===== config.mk =====
export PLATFORM = sky130hd
export DESIGN_NAME = periph_port_arbiter
export DESIGN_NICKNAME = d
export VERILOG_FILES = /design/src/rtl/ppa_pkg.sv /design/src/rtl/periph_port_arbiter_rr_pick.sv /design/src/rtl/periph_port_arbiter.sv
export SDC_FILE = /design/constraint.sdc
export NUM_CORES = 1
export LEC_CHECK = 0
export BUFFER_PORTS_ARGS = -buffer_cell sky130_fd_sc_hd__buf_2
export CAP_MARGIN = 10
export CORE_MARGIN = 2
export CORE_UTILIZATION = 30
export DETAILED_ROUTE_END_ITERATION = 10
export PLACE_DENSITY = 0.71
export SKIP_CTS_REPAIR_TIMING = 1
export SLEW_MARGIN = 20
export SYNTH_ARGS = -nofsm -noshare
export SYNTH_HDL_FRONTEND = slang
export SYNTH_HIERARCHICAL = 1
export SYNTH_SLANG_ARGS = --single-unit
export TNS_END_PERCENT = 1

===== constraint.sdc =====
create_clock -name clk -period 2.6 [get_ports clk]
set_input_delay 0.13 -clock clk [delete_from_list [all_inputs] [get_ports clk]]
set_output_delay 0.13 -clock clk [all_outputs]
set_load 0.005 [all_outputs]

===== src/rtl/ppa_pkg.sv =====
// Shared types and helpers for the peripheral port arbiter and its round-robin picker.
// Holds the FSM state encoding, the index-width helper and the default stall timeout.
package ppa_pkg;

  typedef enum logic {
    PPA_IDLE = 1'b0,
    PPA_BUSY = 1'b1
  } ppa_state_t;

  localparam int PPA_TIMEOUT_DEF = 255;

  // A one-bit index is kept even for two requesters so no port collapses to zero width.
  function automatic int ppa_idx_w(input int num_req);
    return (num_req > 2) ? $clog2(num_req) : 1;
  endfunction

endpackage


===== src/rtl/periph_port_arbiter_rr_pick.sv =====
// Combinational rotate-priority picker: first set request at or above ptr, wrapping modulo N.
// Zero latency; no flow control, purely a function of req and ptr.
module rr_pick
  import ppa_pkg::*;
#(
  parameter int N  = 4,
  parameter int IW = ppa_idx_w(N)
) (
  input  logic [N-1:0]  req,
  input  logic [IW-1:0] ptr,
  output logic [IW-1:0] idx,
  output logic          found
);

  logic [IW:0]   sum;
  logic [IW-1:0] cand;

  // ptr is always below N, so a single conditional subtract performs the wrap.
  always_comb begin
    idx   = '0;
    found = 1'b0;
    sum   = '0;
    cand  = '0;
    for (int i = 0; i < N; i++) begin
      sum = {1'b0, ptr} + (IW+1)'(i);
      if (sum >= (IW+1)'(N)) begin
        sum = sum - (IW+1)'(N);
      end
      cand = sum[IW-1:0];
      if (!found && req[cand]) begin
        idx   = cand;
        found = 1'b1;
      end
    end
  end

endmodule


===== src/rtl/periph_port_arbiter.sv =====
// Round-robin burst arbiter sharing one peripheral write port; grant one cycle after request, burst held to last.
// Optional stall timeout revokes a grant (build with PPA_TIMEOUT_EN); tgt_ready feeds req_ready combinationally.
module periph_port_arbiter
  import ppa_pkg::*;
#(
  parameter int NUM_REQ = 4,
  parameter int DATA_W  = 32,
  parameter int TIMEOUT = PPA_TIMEOUT_DEF
) (
  input  logic                      clk,
  input  logic                      rst,
  input  logic [NUM_REQ-1:0]        req_valid,
  input  logic [NUM_REQ-1:0]        req_last,
  input  logic [NUM_REQ*DATA_W-1:0] req_data,
  output logic [NUM_REQ-1:0]        req_ready,
  output logic [DATA_W-1:0]         tgt_data,
  output logic                      tgt_write_enable,
  input  logic                      tgt_ready,
  output logic [NUM_REQ-1:0]        gnt,
  output logic                      busy,
  output logic                      timeout_err
);

  localparam int IW = ppa_idx_w(NUM_REQ);

  ppa_state_t    state;
  logic [IW-1:0] ptr;
  logic [IW-1:0] gnt_idx;
  logic [IW-1:0] pick_idx;
  logic [IW-1:0] ptr_next;
  logic          pick_found;
  logic          act;
  logic          xfer;
  logic          release_burst;
  logic          revoke;

  rr_pick #(
    .N  (NUM_REQ),
    .IW (IW)
  ) u_pick (
    .req   (req_valid),
    .ptr   (ptr),
    .idx   (pick_idx),
    .found (pick_found)
  );

  assign busy = (state == PPA_BUSY);

  // Reset gates the port so no beat can be accepted in the reset cycle itself.
  assign act              = busy && !rst;
  assign tgt_write_enable = act && req_valid[gnt_idx];
  assign tgt_data         = act ? req_data[int'(gnt_idx)*DATA_W +: DATA_W] : '0;
  assign xfer             = tgt_write_enable && tgt_ready;
  assign release_burst    = xfer && req_last[gnt_idx];
  assign ptr_next         = (gnt_idx == IW'(NUM_REQ-1)) ? '0 : gnt_idx + IW'(1);

  always_comb begin
    req_ready          = '0;
    req_ready[gnt_idx] = act && tgt_ready;
  end

`ifdef PPA_TIMEOUT_EN
  localparam int CW = $clog2(TIMEOUT+1);

  logic [CW-1:0] stall_cnt;

  // A transfer in the expiry cycle wins, so the stall is only judged without xfer.
  assign revoke = busy && !xfer && (stall_cnt == CW'(TIMEOUT-1));

  always_ff @(posedge clk) begin
    if (rst) begin
      stall_cnt   <= '0;
      timeout_err <= 1'b0;
    end else begin
      timeout_err <= revoke;
      if (!busy || xfer || revoke) begin
        stall_cnt <= '0;
      end else begin
        stall_cnt <= stall_cnt + CW'(1);
      end
    end
  end
`else
  assign revoke      = 1'b0;
  assign timeout_err = 1'b0;
`endif

  always_ff @(posedge clk) begin
    if (rst) begin
      state   <= PPA_IDLE;
      ptr     <= '0;
      gnt_idx <= '0;
      gnt     <= '0;
    end else begin
      case (state)
        PPA_IDLE: begin
          if (pick_found) begin
            state   <= PPA_BUSY;
            gnt_idx <= pick_idx;
            gnt     <= NUM_REQ'(1) << pick_idx;
          end
        end
        PPA_BUSY: begin
          if (release_burst || revoke) begin
            state <= PPA_IDLE;
            gnt   <= '0;
            ptr   <= ptr_next;
          end
        end
      endcase
    end
  end

endmodule


# Yosys cells after proc, flatten, opt, wreduce, memory -nomap -nowiden
# Index checks and enable logic that the tools add are counted.
# totals
out_inout_bits,43
regBits,9
inputBits,139
# op_classes
addsub,8
n_reduce_logical,16
n_eq_ne,3
shifts,2
bitwise_logic,2
n_lt_le_gt_ge,10
mux,34
# ops
op,n
variable part select 128 x 8 -> 32 bit,1
2-to-1 mux 32 bit,1
2-to-1 mux 2 bit,9
"< comparator 2 x 3 -> 1 bit, second input constant",5
2-to-1 mux 1 bit,13
binary-select mux 1 bit (select 2 bit),6
"greater-or-equal comparator 3 bit, second input constant",3
logical AND 1 bit,9
2-to-1 mux 4 bit,2
one-hot mux 4 bit (2 select lines),1
"subtractor 2 x 1 -> 2 bit, second input constant",4
"adder 2 x 2 -> 3 bit, second input constant",2
AND reduction 2 bit,3
bitwise AND 4 bit,1
zero test 1 bit,4
"<< shifter 1 x 2 -> 4 bit, first input constant",1
"adder 2 x 1 -> 3 bit, second input constant",1
"greater-or-equal comparator 2 x 3 -> 1 bit, second input constant",1
"adder 2 x 1 -> 2 bit, second input constant",1
demux 1 bit (select 2 bit),1
"== test 2 bit, second input constant",1
"greater-or-equal comparator 2 x 1 -> 1 bit, second input constant",1
"!= test 2 x 1 -> 1 bit, second input constant",1
"!= test 2 bit, second input constant",1
2 further kinds,2

# Logic depth before layout (Yosys ltp)
# Gate-level depths: netlist of the first run.
# logic_depth
word_depth,17
mapped_depth,5
mapped_depth_nobuf,5

# Cells and area by module
# The synthesis of the first run kept the hierarchy.
# by_module_without_submodules
module,instances,area_each_um2,cells_per_inst
periph_port_arbiter,1,1512.7,131
rr_pick,1,77.6,15

# Least setup slack after synthesis of the first run
# OpenSTA, ideal clock, no wires.
# synth_timing
path_kind,register -> register
startpoint,reg gnt_idx[0]
endpoint,reg ptr[0]
arrival_ps,1596
setup_time_ps,121
synth_period_minus_slack_ps,1717
path_slack_ps,883
required_ps,2479
stages_incl_launch_ff,6
cell_sequence,dfxtp_1 -> buf_6 -> mux4_2 -> and4_4 -> buf_6 -> mux2_4
# synth_via
elab_chain_cells,6
# synth_rtl
element,line,source
start: declaration,periph_port_arbiter.sv:28,logic [IW-1:0] gnt_idx;
start signal: assignment,periph_port_arbiter.sv:99,gnt_idx <= pick_idx;
binary-select mux 1 bit (select 2 bit),periph_port_arbiter.sv:51,assign tgt_write_enable = act && req_valid[gnt_idx];
2-to-1 mux 1 bit (not written as such),periph_port_arbiter.sv:51,
logical AND 1 bit,periph_port_arbiter.sv:51,
logical AND 1 bit,periph_port_arbiter.sv:53,assign xfer = tgt_write_enable && tgt_ready;
logical AND 1 bit,periph_port_arbiter.sv:54,assign release_burst = xfer && req_last[gnt_idx];
AND reduction 2 bit (no source line),n/a,
end signal: assignment,periph_port_arbiter.sv:107,ptr <= ptr_next;
end: declaration,periph_port_arbiter.sv:27,logic [IW-1:0] ptr;
# Parallel ways exist; a longest one is shown, timed or not. The select of a mux whose other input is x is not followed.
# A chain may end at the register's enable or synchronous reset.

# Worst setup path after layout of the first run
# layout_timing
startpoint,reg gnt_idx[0]
endpoint,out tgt_data[16]
# layout_via
elab_chain_cells,2
# layout_rtl
element,line,source
variable part select 128 x 8 -> 32 bit,periph_port_arbiter.sv:52,assign tgt_data = act ? req_data[int'(gnt_idx)*DATA_W +: DATA_W] : '0;
2-to-1 mux 32 bit,periph_port_arbiter.sv:52,
end: declaration,periph_port_arbiter.sv:16,"output logic [DATA_W-1:0] tgt_data,"
# No other way between the ends.

==> impl_metrics.py, run 1 <==
metrics = {
    "clock_network": {
        "cts_tree": "yes",
        "clk_latency_ns": 0.23,
        "cts_made_buffers": 3,
        "cts_root_buf": "clkbuf_8",
        "cts.sinks": 9,
        "ctsLongestPathBuffers": 2,
        "path_clk_slew_ns": 0.04,
        "htree_levels": 1,
    },
    "critical_path": {
        "critPathCaptureType": "output port",
        "r2r_cells": 3,
        "critPathKind": "register to output port",
        "path_max_fanout": 13,
        "cp.arrival_ns": 1.90,
        "cp.required_ns": 2.47,
        "start_kind": "register",
    },
    "sta": {
        "skew_ns": 0.00160,
        "max_freq_mhz": 492,
        "period_share": 0.781,
        "slew_viol_final": 0,
        "finalCriticalPeriod_ns": 2.03,
        "setup_viol": 0,
        "grt_setup_unrepaired": "false",
        "holdWs_ns": 0.217,
        "fin_tns_setup_ns": 0,
        "final_hold_viol_count": 0,
    },
    "die": {
        "rows": 26,
        "die-area_um2": 5900,
        "io_pins": 182,
        "initial_utilization": 0.311,
        "die_y_um": 76.8,
        "die-width_um": 76.8,
        "design.core.area_um2": 5110,
    },
    "layout": {
        "post-route-util": 0.511,
        "design_area_um2": 2610,
        "drive_gt1_frac": 0.713,
        "final_cells": 391,
        "layout_common_cells": "180 x buf_2, 33 x mux4_2, 33 x and2_1",
        "nets": 465,
        "antenna_cells": 0,
        "layout_commonest_cell": "buf_2",
        "syn2layout_area_growth_pct": 64.0,
    },
    "power_and_ir_drop": {
        "powerDensity_nw_per_um2": 246,
        "leakage_nw": 1.32,
        "peakVddDrop_mv": 0.246,
    },
    "logic_synthesis": {
        "syn_avg_cell_area_um2": 10.9,
        "synth_top_area_share": 0.467,
        "synth_area_leaders": "mux4_2 47%, and2_1 13%, dfxtp_1 11%, ha_1 3.1%, nand3b_1 2.8%",
        "yosys.area.top_type": "mux4_2",
        "ys_ff_latch": 9,
        "yosysSeqAreaShare": 0.113,
        "syn_nets": 289,
        "ys_warn_count": 6,
        "synthCells": 146,
        "syn_area_um2": 1590,
        "ys_types": 29,
    },
    "drt": {
        "first_pass_iters": 5,
        "viasPerCell": 5.00,
        "drc": 0,
        "detail_route.iter0.violations": 52,
        "vias": 1956,
        "drt_wl_total_um": 5950,
        "detail_route.wl_per_cell_um": 15.2,
        "ant_nets": 0,
    },
    "min_path": {
        "hp-class": "primary input to register",
        "hold_path_depth": 2,
    },
    "grt": {
        "first_global_vias": 1977,
        "grt_max_degree": 38,
        "track_usage": 0.194,
        "grt_pass1_wl_um": 9270,
        "overflow": 0,
        "grt_antenna_before_repair": 0,
    },
    "place": {
        "gp_congestion": 0.901,
        "place_hpwl_um": 5020,
        "io_buffers": 180,
        "numPlacedInstances": 387,
        "place_area_um2": 2560,
    },
    "job": {
        "cap_violations": 0,
    },
    "run_status": {
        "status": "finished clean",
    },
}
-- power by group --
part	total [mW]	internal, mW	switching, mW
sequential	0.159	0.146	0.0131
combinational	0.319	0.205	0.114
clock	0.162	0.107	0.0557
total	0.640	0.458	0.183
-- registers in the layout, indices dropped and copies added, names as in the netlist --
register and count:
ptr 2, busy 1, gnt 4, gnt_idx 2
-- metal layers --
metal | GRT usage | share of wire | vias to the layer above
li1 | - | - | 909
met1 | 0.230 | 0.37 | 924
met2 | 0.356 | 0.53 | 112
met3 | 0.0412 | 0.083 | 11
met4 | 0.0473 | 0.018 | 0
met5 | 0 | 0 | -
-- worst paths after layout --
path / startpoint / end / slack (ns)
max: gnt_idx[0] / tgt_data[16] / 0.57
min: rst / gnt_idx[1] / 0.22
max reg2reg: gnt_idx[0] / ptr[0] / 0.78
min reg2reg: gnt[1] / gnt[1] / 0.49
-- logic make-up after synthesis --
group	synth area share
other	0.00236
multiplexers	0.503
AO/OA/AOI/OAI	0.0488
flip-flops	0.113
buffers and inverters	0.0661
AND/OR/NAND/NOR	0.235
adder cells (fa/ha/maj)	0.0315
-- final cells by class --
| class | count | area, um2 |
|---|---|---|
| Fill cell | 499 | 2500 |
| Clock buffer | 4 | 45.0 |
| Timing Repair Buffer | 186 | 958 |
| Sequential cell | 9 | 183 |
| Tap cell | 70 | 87.6 |
| Inverter | 7 | 26.3 |
| Multi-Input combinational cell | 115 | 1310 |
-- cells in the mapped netlist, drive strengths merged --
cell     n
nor2b    4
a21oi    6
dfxtp    9
and2    33
mux4    34
buf      7
nand2    4
o221ai   1
clkbuf   8
ha       4
nand2b   2
or4      1
o22ai    3
conb     1
and4     1
and3     4
nor2     3
mux2     2
a221o    1
nor3     1
nand3b   6
inv      7
o21ai    2
nand3    2
-- worst max-delay path, cell delays in order, from the launching register on --
cell	delay, ns
dfxtp_2	0.59
buf_4	0.27
mux4_2	0.51
and2_1	0.17
buf_2	0.12
-- per-stage QoR --
| step | power (mW) | setup WS, ns |
|---|---|---|
| floorplan | 0.321 | 0.883 |
| global placement | 0.472 | 0.784 |
| detailed placement | 0.483 | 0.761 |
| CTS | 0.652 | 0.525 |
| global route | 0.686 | 0.428 |
| finish | 0.640 | 0.569 |
No activity file was read; power rests on OpenSTA's default activity.
==> run 2: changes to the inputs <==
Settings changed: PLACE_DENSITY 0.71 to 0.74.
Clock period 2.6 ns to 1.8 ns, I/O delays scaled along.
==> run 2 against run 1 <==
Against the previous run: count of clock-buffer cells in the layout is the same; non-clock buffer count grew 4; sequential power up 40%; critical path depth stayed put; setup slack worse by 0.49 ns; clock skew increased by 0.00075 ns; hold slack got worse by 0.041 ns; flip-flop and latch count unchanged; wire length is 11% higher.
==> impl_metrics.py, run 2 (synthesized netlist as in run 1, its figures left out) <==
metrics = {
    "clock_network": {
        "path_clk_slew_ns": 0.05,
        "cts_root_buf": "clkbuf_8",
        "cts_tree": "yes",
        "htree_levels": 1,
        "cts_made_buffers": 3,
        "cts.sinks": 9,
        "ctsLongestPathBuffers": 2,
        "clk_latency_ns": 0.23,
    },
    "min_path": {
        "hp-class": "primary input to register",
    },
    "place": {
        "io_buffers": 180,
        "gp_congestion": 0.823,
        "place_hpwl_um": 5490,
    },
    "layout": {
        "largest_reg_flops": 4,
        "antenna_cells": 0,
        "layout_common_cells": "180 x buf_2, 33 x mux4_2, 33 x and2_1",
        "regArea_um2": 185,
        "multi_input_area_um2": 1310,
        "drive_gt1_frac": 0.717,
        "nets": 469,
        "layout_commonest_cell": "buf_2",
        "max_flop_register": "gnt",
        "syn2layout_area_growth_pct": 69.8,
        "reg_top3": "gnt x4, gnt_idx x2, ptr x2",
        "num-fill-cells": 469,
    },
    "drt": {
        "drc": 0,
        "viasPerCell": 4.99,
        "m1WireLength_um": 2580,
        "first_pass_iters": 4,
        "wl_met3_um": 411,
        "detail_route.iter0.violations": 51,
        "drt_wl_total_um": 6630,
        "detail_route.wl_per_cell_um": 16.8,
        "routed.top_layer": "met4",
        "dr_wl_met2_um": 3530,
        "vias": 1970,
        "ant_nets": 0,
    },
    "sta": {
        "max_freq_mhz": 582,
        "fin_tns_setup_ns": 0,
        "holdWs_ns": 0.176,
        "period_share": 0.954,
        "final_hold_viol_count": 0,
        "setup_viol": 0,
        "skew_ns": 0.00235,
        "grt_setup_unrepaired": "false",
        "slew_viol_final": 0,
        "finalCriticalPeriod_ns": 1.72,
    },
    "die": {
        "initial_utilization": 0.311,
        "rows": 26,
        "die_y_um": 76.8,
        "die-width_um": 76.8,
        "design.core.area_um2": 5110,
        "die-area_um2": 5900,
        "io_pins": 182,
    },
    "power_and_ir_drop": {
        "p_comb_frac": 0.522,
        "leakage_nw": 1.36,
        "peakVddDrop_mv": 0.362,
        "switchingPower_mw": 0.272,
        "seqPwrFrac": 0.233,
        "p_int_mw": 0.680,
        "sw_frac_of_total": 0.286,
        "clkPwrFrac": 0.245,
        "powerDensity_nw_per_um2": 353,
    },
    "critical_path": {
        "path_max_fanout": 9,
        "critPathCaptureType": "output port",
        "cp.arrival_ns": 1.63,
        "start_kind": "register",
        "cp.required_ns": 1.71,
        "critPathKind": "register to output port",
    },
    "grt": {
        "grt_max_degree": 26,
        "first_global_vias": 2055,
        "track_usage": 0.214,
        "grt_antenna_before_repair": 0,
        "grt_pass1_wl_um": 10100,
        "overflow": 0,
    },
    "run_status": {
        "status": "finished clean",
    },
    "job": {
        "cap_violations": 0,
    },
}
run 2: changes by cell type in the layout (fill, tap and decap cells not counted), sizes merged:
cell / before / now
buf: 186 / 188
clkbuf: 4 / 6
run 2: cell type report:
cell class,count,share of cell area
well taps,70,0.0324
inverters,7,0.00973
clock buffers,4,0.0167
flip-flops and latches,9,0.0686
multi-input cells,115,0.484
repair buffers,190,0.388
run 2: path summary, 6_finish.rpt:
kind,startpoint,end,slack (ns),cells after the start
worst max-delay path,gnt_idx[0],tgt_data[31],0.08,4
worst min-delay path,rst,gnt_idx[1],0.18,2
worst max register to register,gnt_idx[0],ptr[0],0.10,4
worst min register to register,gnt[1],gnt[1],0.49,2
run 2: critical path, stage by stage (launching register included):
cell	delay [ns]
dfxtp_4	0.42
buf_12	0.16
mux4_1	0.53
and2_1	0.17
buf_2	0.12
run 2: metal layers:
layer / vias to the layer above / track usage
met3: 12 / 0.0447
li1: 917 / -
met5: - / 0
met4: 0 / 0.0345
met2: 93 / 0.413
met1: 948 / 0.242
run 2: through the flow:
step                power [mW]  area, um2  setup slack, ns   util  cells
CTS                      0.942       2630           0.0156  0.515    391
global placement         0.692       2590            0.235  0.507    387
finish                   0.952       2700           0.0826  0.529    395
detailed placement       0.707       2590            0.221  0.507    387
global route              1.01       2700           0.0103  0.529    395
floorplan                0.464       1590           0.0829      -    146
run 2: power groups by stage:
stage          clock (mW)  combinational [mW]  sequential [mW]
6_report            0.233               0.497            0.222
5_1_grt             0.251               0.541            0.223
4_1_cts             0.236               0.485            0.221
3_5_place_dp            0               0.482            0.225
3_3_place_gp            0               0.467            0.225
2_1_floorplan           0               0.243            0.220
